## src/rtl/risc_v_lsu.sv

```systemverilog
// Load/store unit driving a word-wide single-port memory; sub-word stores use read-modify-write.
// Latency: load 2, word store 2, sub-word store 3, error 1 edges; response held until resp_ready, requests blocked meanwhile.
module risc_v_lsu #(
   parameter int DATA_WIDTH      = 32,
   parameter int ADDR_WIDTH      = 5,
   parameter int BYTE_ADDR_WIDTH = ADDR_WIDTH + 2
) (
   input  logic                       clk,
   input  logic                       rst_n,
   input  logic                       req_valid,
   output logic                       req_ready,
   input  logic                       req_write,
   input  logic [2:0]                 req_funct3,
   input  logic [BYTE_ADDR_WIDTH-1:0] req_addr,
   input  logic [DATA_WIDTH-1:0]      req_wdata,
   output logic                       resp_valid,
   input  logic                       resp_ready,
   output logic [DATA_WIDTH-1:0]      resp_rdata,
   output logic                       resp_err,
   output logic                       mem_write,
   output logic [ADDR_WIDTH-1:0]      mem_addr,
   output logic [DATA_WIDTH-1:0]      mem_wdata,
   input  logic [DATA_WIDTH-1:0]      mem_rdata
);

   typedef enum logic [1:0] {IDLE, READ, WRITE, RESP} state_t;

   state_t                     state, state_nxt;
   logic                       accept;
   logic                       req_err;
   logic                       l_write;
   logic                       l_err;
   logic [2:0]                 l_funct3;
   logic [BYTE_ADDR_WIDTH-1:0] l_addr;
   logic [DATA_WIDTH-1:0]      l_wdata;
   logic [DATA_WIDTH-1:0]      l_rword;
   logic [7:0]                 lane_b;
   logic [15:0]                lane_h;
   logic [DATA_WIDTH-1:0]      load_data;
   logic [DATA_WIDTH-1:0]      merged;

   assign accept = req_valid && req_ready;

   always_comb begin
      req_err = 1'b0;
      case (req_funct3)
         3'b000:         req_err = 1'b0;
         3'b001:         req_err = req_addr[0];
         3'b010:         req_err = (req_addr[1:0] != 2'b00);
         3'b100:         req_err = req_write;
         3'b101:         req_err = req_write || req_addr[0];
         default:        req_err = 1'b1;
      endcase
   end

   always_ff @(posedge clk or negedge rst_n) begin
      if (!rst_n) begin
         state <= IDLE;
      end else begin
         state <= state_nxt;
      end
   end

   always_comb begin
      state_nxt = state;
      case (state)
         IDLE: begin
            if (accept) begin
               if (req_err)
                  state_nxt = RESP;
               else if (req_write && req_funct3 == 3'b010)
                  state_nxt = WRITE;
               else
                  state_nxt = READ;
            end
         end
         READ:    state_nxt = l_write ? WRITE : RESP;
         WRITE:   state_nxt = RESP;
         RESP:    if (resp_ready) state_nxt = IDLE;
         default: state_nxt = IDLE;
      endcase
   end

   always_ff @(posedge clk or negedge rst_n) begin
      if (!rst_n) begin
         l_write  <= 1'b0;
         l_err    <= 1'b0;
         l_funct3 <= '0;
         l_addr   <= '0;
         l_wdata  <= '0;
         l_rword  <= '0;
      end else begin
         if (accept) begin
            l_write  <= req_write;
            l_err    <= req_err;
            l_funct3 <= req_funct3;
            l_addr   <= req_addr;
            l_wdata  <= req_wdata;
         end
         if (state == READ)
            l_rword <= mem_rdata;
      end
   end

   // Lane selection and extension operate on the word captured in READ.
   always_comb begin
      lane_b = l_rword[7:0];
      case (l_addr[1:0])
         2'd0: lane_b = l_rword[7:0];
         2'd1: lane_b = l_rword[15:8];
         2'd2: lane_b = l_rword[23:16];
         2'd3: lane_b = l_rword[31:24];
         default: lane_b = l_rword[7:0];
      endcase
      lane_h = l_addr[1] ? l_rword[31:16] : l_rword[15:0];
      load_data = '0;
      case (l_funct3)
         3'b000:  load_data = {{24{lane_b[7]}}, lane_b};
         3'b001:  load_data = {{16{lane_h[15]}}, lane_h};
         3'b010:  load_data = l_rword;
         3'b100:  load_data = {24'd0, lane_b};
         3'b101:  load_data = {16'd0, lane_h};
         default: load_data = '0;
      endcase
   end

   always_comb begin
      merged = l_rword;
      case (l_funct3[1:0])
         2'b00: begin
            case (l_addr[1:0])
               2'd0: merged[7:0]   = l_wdata[7:0];
               2'd1: merged[15:8]  = l_wdata[7:0];
               2'd2: merged[23:16] = l_wdata[7:0];
               2'd3: merged[31:24] = l_wdata[7:0];
               default: merged[7:0] = l_wdata[7:0];
            endcase
         end
         2'b01: begin
            if (l_addr[1])
               merged[31:16] = l_wdata[15:0];
            else
               merged[15:0]  = l_wdata[15:0];
         end
         default: merged = l_wdata;
      endcase
   end

   assign req_ready  = (state == IDLE);
   assign resp_valid = (state == RESP);
   assign resp_err   = (state == RESP) && l_err;
   assign resp_rdata = (state == RESP && !l_err && !l_write) ? load_data : '0;
   assign mem_write  = (state == WRITE);
   assign mem_addr   = (state == READ || state == WRITE) ? l_addr[BYTE_ADDR_WIDTH-1:2] : '0;
   assign mem_wdata  = (state == WRITE) ? merged : '0;

endmodule

```

## config.mk

```make
export PLATFORM = sky130hd
export DESIGN_NAME = risc_v_lsu
export DESIGN_NICKNAME = d
export VERILOG_FILES = /design/src/rtl/risc_v_lsu.sv
export SDC_FILE = /design/constraint.sdc
export NUM_CORES = 1
export LEC_CHECK = 0
export ABC_AREA = 1
export CAP_MARGIN = 20
export CORE_MARGIN = 8
export CORE_UTILIZATION = 25
export DETAILED_ROUTE_END_ITERATION = 7
export GPL_ROUTABILITY_DRIVEN = 0
export PLACE_DENSITY = 0.54
export RECOVER_POWER = 100
export REMOVE_ABC_BUFFERS = 1
export SLEW_MARGIN = 10
export SYNTH_ARGS = -nofsm -noshare
export SYNTH_HDL_FRONTEND = slang
export SYNTH_SLANG_ARGS = --single-unit
```

## constraint.sdc

```tcl
create_clock -name clk -period 1.58 [get_ports clk]
set_input_delay 0.395 -clock clk [delete_from_list [all_inputs] [get_ports clk]]
set_output_delay 0.395 -clock clk [all_outputs]
set_load 0.02 [all_outputs]
```

== Yosys cells after proc, flatten, opt, wreduce, memory -nomap -nowiden ==
Cells that the tools add are included.
Cells by class
  reduce and logical (&&, ||, !) cells: 16
  equal/unequal tests: 17
  multiplexer cells: 20
Operator list (count)
  $pmux 32 s5: 1
  $mux 32: 2
  $pmux 32 s2: 1
  $mux 16: 3
  $mux 8: 4
  $pmux 8 s4: 1
  $eq 3x3->1 const B: 4
  $eq 2x2->1 const B: 4
  $mux 2: 4
  $pmux 2 s4: 1
  $eq 2x1->1 const B: 3
  $eq 3x1->1 const B: 2
  $eq 3x2->1 const B: 2
  $logic_not 2->1: 3
  $logic_not 3->1: 2
  $logic_and 1x1->1: 5
  $mux 5: 1
  $pmux 1 s5: 1
  $ne 2x1->1 const B: 2
  $logic_not 1->1: 2
  $logic_or 1x1->1: 2
  $reduce_and 2->1: 1
  $reduce_bool 2->1: 1
  $mux 1: 1
Storage, ports and cells
  output and inout bits: 73
  bits in registers: 78

== Logic depth before layout (Yosys ltp) ==
  word-level depth: 6
  gate-level depth with buffers: 8
  depth with buffers taken out: 8

== Least setup slack after synthesis ==
OpenSTA, ideal clock, no wires.
  path kind: register to output
  from: register state[0]
  to: output mem_wdata[4]
  stages on the path, launching flop included: 6
  buffers on the path: 1
  slack: -0.395 ns
  arrival: 1.580 ns
  path through: dfrtp_1 inv_1 ha_1 clkbuf_1 o21ai_0 a21oi_1
Between the ends
  word-level cells in the longest chain between the ends: 2
Ends and longest elaborated chain
  from (decl): RTL line 28  | state_t state, state_nxt;
  from (signal assigned): RTL line 60  | state <= state_nxt;
  $eq 2x2->1
  via mem_write: RTL line 20  | output logic mem_write,
  $mux 32: RTL line 155  | assign mem_wdata = (state == WRITE) ? merged : '0;
  to (decl): RTL line 22  | output logic [DATA_WIDTH-1:0] mem_wdata,
The timed path passes the listed nets, and every way through them passes these cells.

== Worst setup path in the final report ==
  from: register l_funct3[1]
  to: output mem_wdata[11]
Between the ends
  word-level cells in the longest chain between the ends: 3
  elaborated cells between the ends (all ways): 4
Ends and longest elaborated chain
  from (decl): RTL line 33  | logic [2:0] l_funct3;
  from (signal assigned): RTL line 96  | l_funct3 <= req_funct3;
  $eq 2x1->1 or $logic_not 2->1 (tied branches): RTL line 129  | case (l_funct3[1:0])
  $pmux 32 s2 *: RTL line 129
  $mux 32 *: RTL line 155
Every way passes the cells marked *; elsewhere a longest branch is shown, timed or not.

==> qor.txt <==
TritonCTS clock tree - yes
Worst Setup Path Type - flip-flop to output port
Via Count - 6,127
Peak fanout along the critical path - 5
Cts hold-fix bufs - 0
Fin. max-slew vios - 0
Via/cell ratio - 4.68
Count leader, synth - nand2_1
Clock slew seen by the registers of the worst setup and hold paths - 60 ps
Worst skew pair latency - 350 ps
Final nets - 1,118
WL per Instance - 18.0 um
Height of the die - 158 um
Avg Inst Size Synth - 6.96 um^2
Drt pass-1 iters - 5
Outcome - finished, violations left
First-pass GRT wire length - 35.8 mm
Met3 usage - 5.08%
Period minus WS final - 2290 ps
Slew headroom - 22.0%
Synth area leader - dfrtp_1
Synthesis Warnings - 0
Achievable frequency - 438 MHz
DP HPWL - 16.3 mm
DIE AREA - 24,900 um^2
Number of port buffers - 151
Gr busiest metal - met2
Layout cell share with drive strength beyond 1 - 44.8%
Register area share after synthesis - 38.9%
Min-Delay Path Class - input port to async pin
Core box area - 20,000 um^2
# DRC - 0
Placed Instance Area - 7980 um^2
Max VDD drop - 1.08 mV
EDFF count, synth - 0
DRC marker count from the first detailed-route iteration - 372
Area growth from synthesis to layout - 96.8%
Root buf cell - clkbuf_16
Leak - 4.60 nW
Clock tree buffer depth - 2
Global Route Usage Sum - 18.8%
# IOs - 152
Actual transition at the worst max-transition pin - 1170 ps
Top cell type's share of synthesized area - 38.9%
Crit end category - output port
Final Cell Area - 9880 um^2
Final worst-path cycle share - 145%
Largest net degree at the start of global routing - 79
Antenna viol nets, final - 0
Met2 Use GR - 30.8%
Placed cell count - 1,252
ANT cells - 0
Gr ovfl total - 0
Failing checks - negative setup slack
Initial Utilization - 25.1%
PD cells - 2150 nW/um^2
CP Launch Type - flip-flop
Post-Synthesis Cells - 721
Ys flop type - dfrtp_1
Site Rows - 52
Yosys cell types - 25
Setup ws final - -705 ps
Max Clock Skew - 7.49 ps
CP arrival - 1890 ps
Clock Sink Count - 78
RSZ-0062 raised after global routing - yes
Synth cell count leaders - nand2_1 (217), inv_1 (87), dfrtp_1 (78)
# fillers - 1,878
TritonCTS buffer count - 9
Final Hold Viols - 0
Number of synthesized register bits - 78
Routed WL - 23.6 mm
GR Layer Usage met1 - 23.8%
CP Data Required Time - 1180 ps
Layout Cells excl Fill - 1,310
Synth area leaders - dfrtp_1 (39%), nand2_1 (16%), inv_1 (6.5%)
Die width - 158 um
Pwr Total - 0.0212 W
Max-Cap Viols - 0
Final setup fails - 119
Initial antenna violation count - 0
Synth Cell Area - 5020 um^2
CTS H-tree lvls - 3
Number of global-route vias before repair - 6,449
FFs w/ async S/R, synth - 100%
==> power breakdown <==
| part | switching, W | internal, W |
|---|---|---|
| Sequential | 0.000827 | 0.00301 |
| Clock | 0.000868 | 0.00130 |
| Combinational | 0.00780 | 0.00744 |
==> metal layers <==
metal  routed length [um]  share of wire [%]
met1                10200                 43
met2                11400                 48
met3                 1620                6.9
met4                  406                1.7
met5                    0                  0
==> cells by family (layout without fill, tap and decap cells) <==
kind of cell | Yosys count | after routing | share of synthesized area [%]
AND/OR/NAND/NOR | 326 | 326 | 26.1
flip-flops | 78 | 78 | 38.9
AO/OA/AOI/OAI | 154 | 154 | 17.0
multiplexers | 29 | 29 | 6.51
buffers and inverters | 130 | 449 | 10.6
adder cells (fa/ha/maj) | 4 | 4 | 0.997
==> worst max-delay path, stage by stage, from the launching register on <==
cell and delay, ps:
dfrtp_2 460, buf_6 160, nor2_4 160, buf_6 170
buf_12 120, nand3_1 90, a31oi_1 190, buf_4 200
==> registers in the layout, summed over array words and instances (netlist names) <==
| name | cells |
|---|---|
| l_wdata | 32 |
| l_err | 1 |
| state | 2 |
| l_rword | 32 |
| l_write | 1 |
| l_addr | 7 |
| l_funct3 | 3 |
==> final timing paths <==
path,from,end,slack [ps],cells past startpoint
max,l_funct3[1]$_DFFE_PN0P_,mem_wdata[11],-710,7
min,rst_n,l_rword[17]$_DFFE_PN0N_,420,2
max reg2reg,state[1]$_DFFE_PN0P_,l_wdata[20]$_DFFE_PN0P_,-230,8
min reg2reg,l_wdata[17]$_DFFE_PN0P_,l_wdata[17]$_DFFE_PN0P_,510,1
max in group asynchronous,rst_n,l_funct3[1]$_DFFE_PN0P_,350,2
min in group clk,l_wdata[17]$_DFFE_PN0P_,l_wdata[17]$_DFFE_PN0P_,510,1
==> stage by stage <==
stage | hold slack, ps | util (%) | setup TNS, ps | setup WS, ps
5_1_grt | 524 | 49.4 | -55700 | -785
6_report | 422 | 49.4 | -46870 | -705
3_5_place_dp | 470 | 39.9 | -62210 | -961
4_1_cts | 103 | 47.1 | -53460 | -657
3_3_place_gp | 464 | 39.9 | -62370 | -978
2_1_floorplan | 99.4 | - | -108900 | -1140
==> layout by cell type (no fill, tap or decap), types with 15 or more instances in the layout <==
| master | count |
|---|---|
| nand2_1 | 194 |
| nor2_4 | 16 |
| a21oi_4 | 15 |
| nor2_1 | 32 |
| o21ai_0 | 43 |
| inv_1 | 69 |
| dfrtp_1 | 74 |
| buf_12 | 18 |
| buf_4 | 133 |
| clkdlybuf4s50_1 | 77 |
| a21oi_2 | 29 |
| nand3_1 | 29 |
| buf_6 | 96 |
| o211ai_1 | 24 |
| mux2_4 | 27 |
==> what timing repair did <==
action / 4_1_cts / 5_1_grt
pin swaps: 45 / 42
gates cloned: 7 / 0
resized for setup: 600 / 155
buffers inserted: 33 / 13
endpoints found under the setup margin: 117 / 149
==> final cells by class <==
type	count	area, um^2	area share (%)
Inverter	90	358	3.62
Sequential cell	78	1960	19.8
Clock buffer	12	256	2.60
Timing Repair Buffer	343	3490	35.3
Clock inverter	4	45.0	0.456
Multi-Input combinational cell	513	3440	34.8
Tap cell	270	338	3.42
Power figures use the tool's default switching activity.
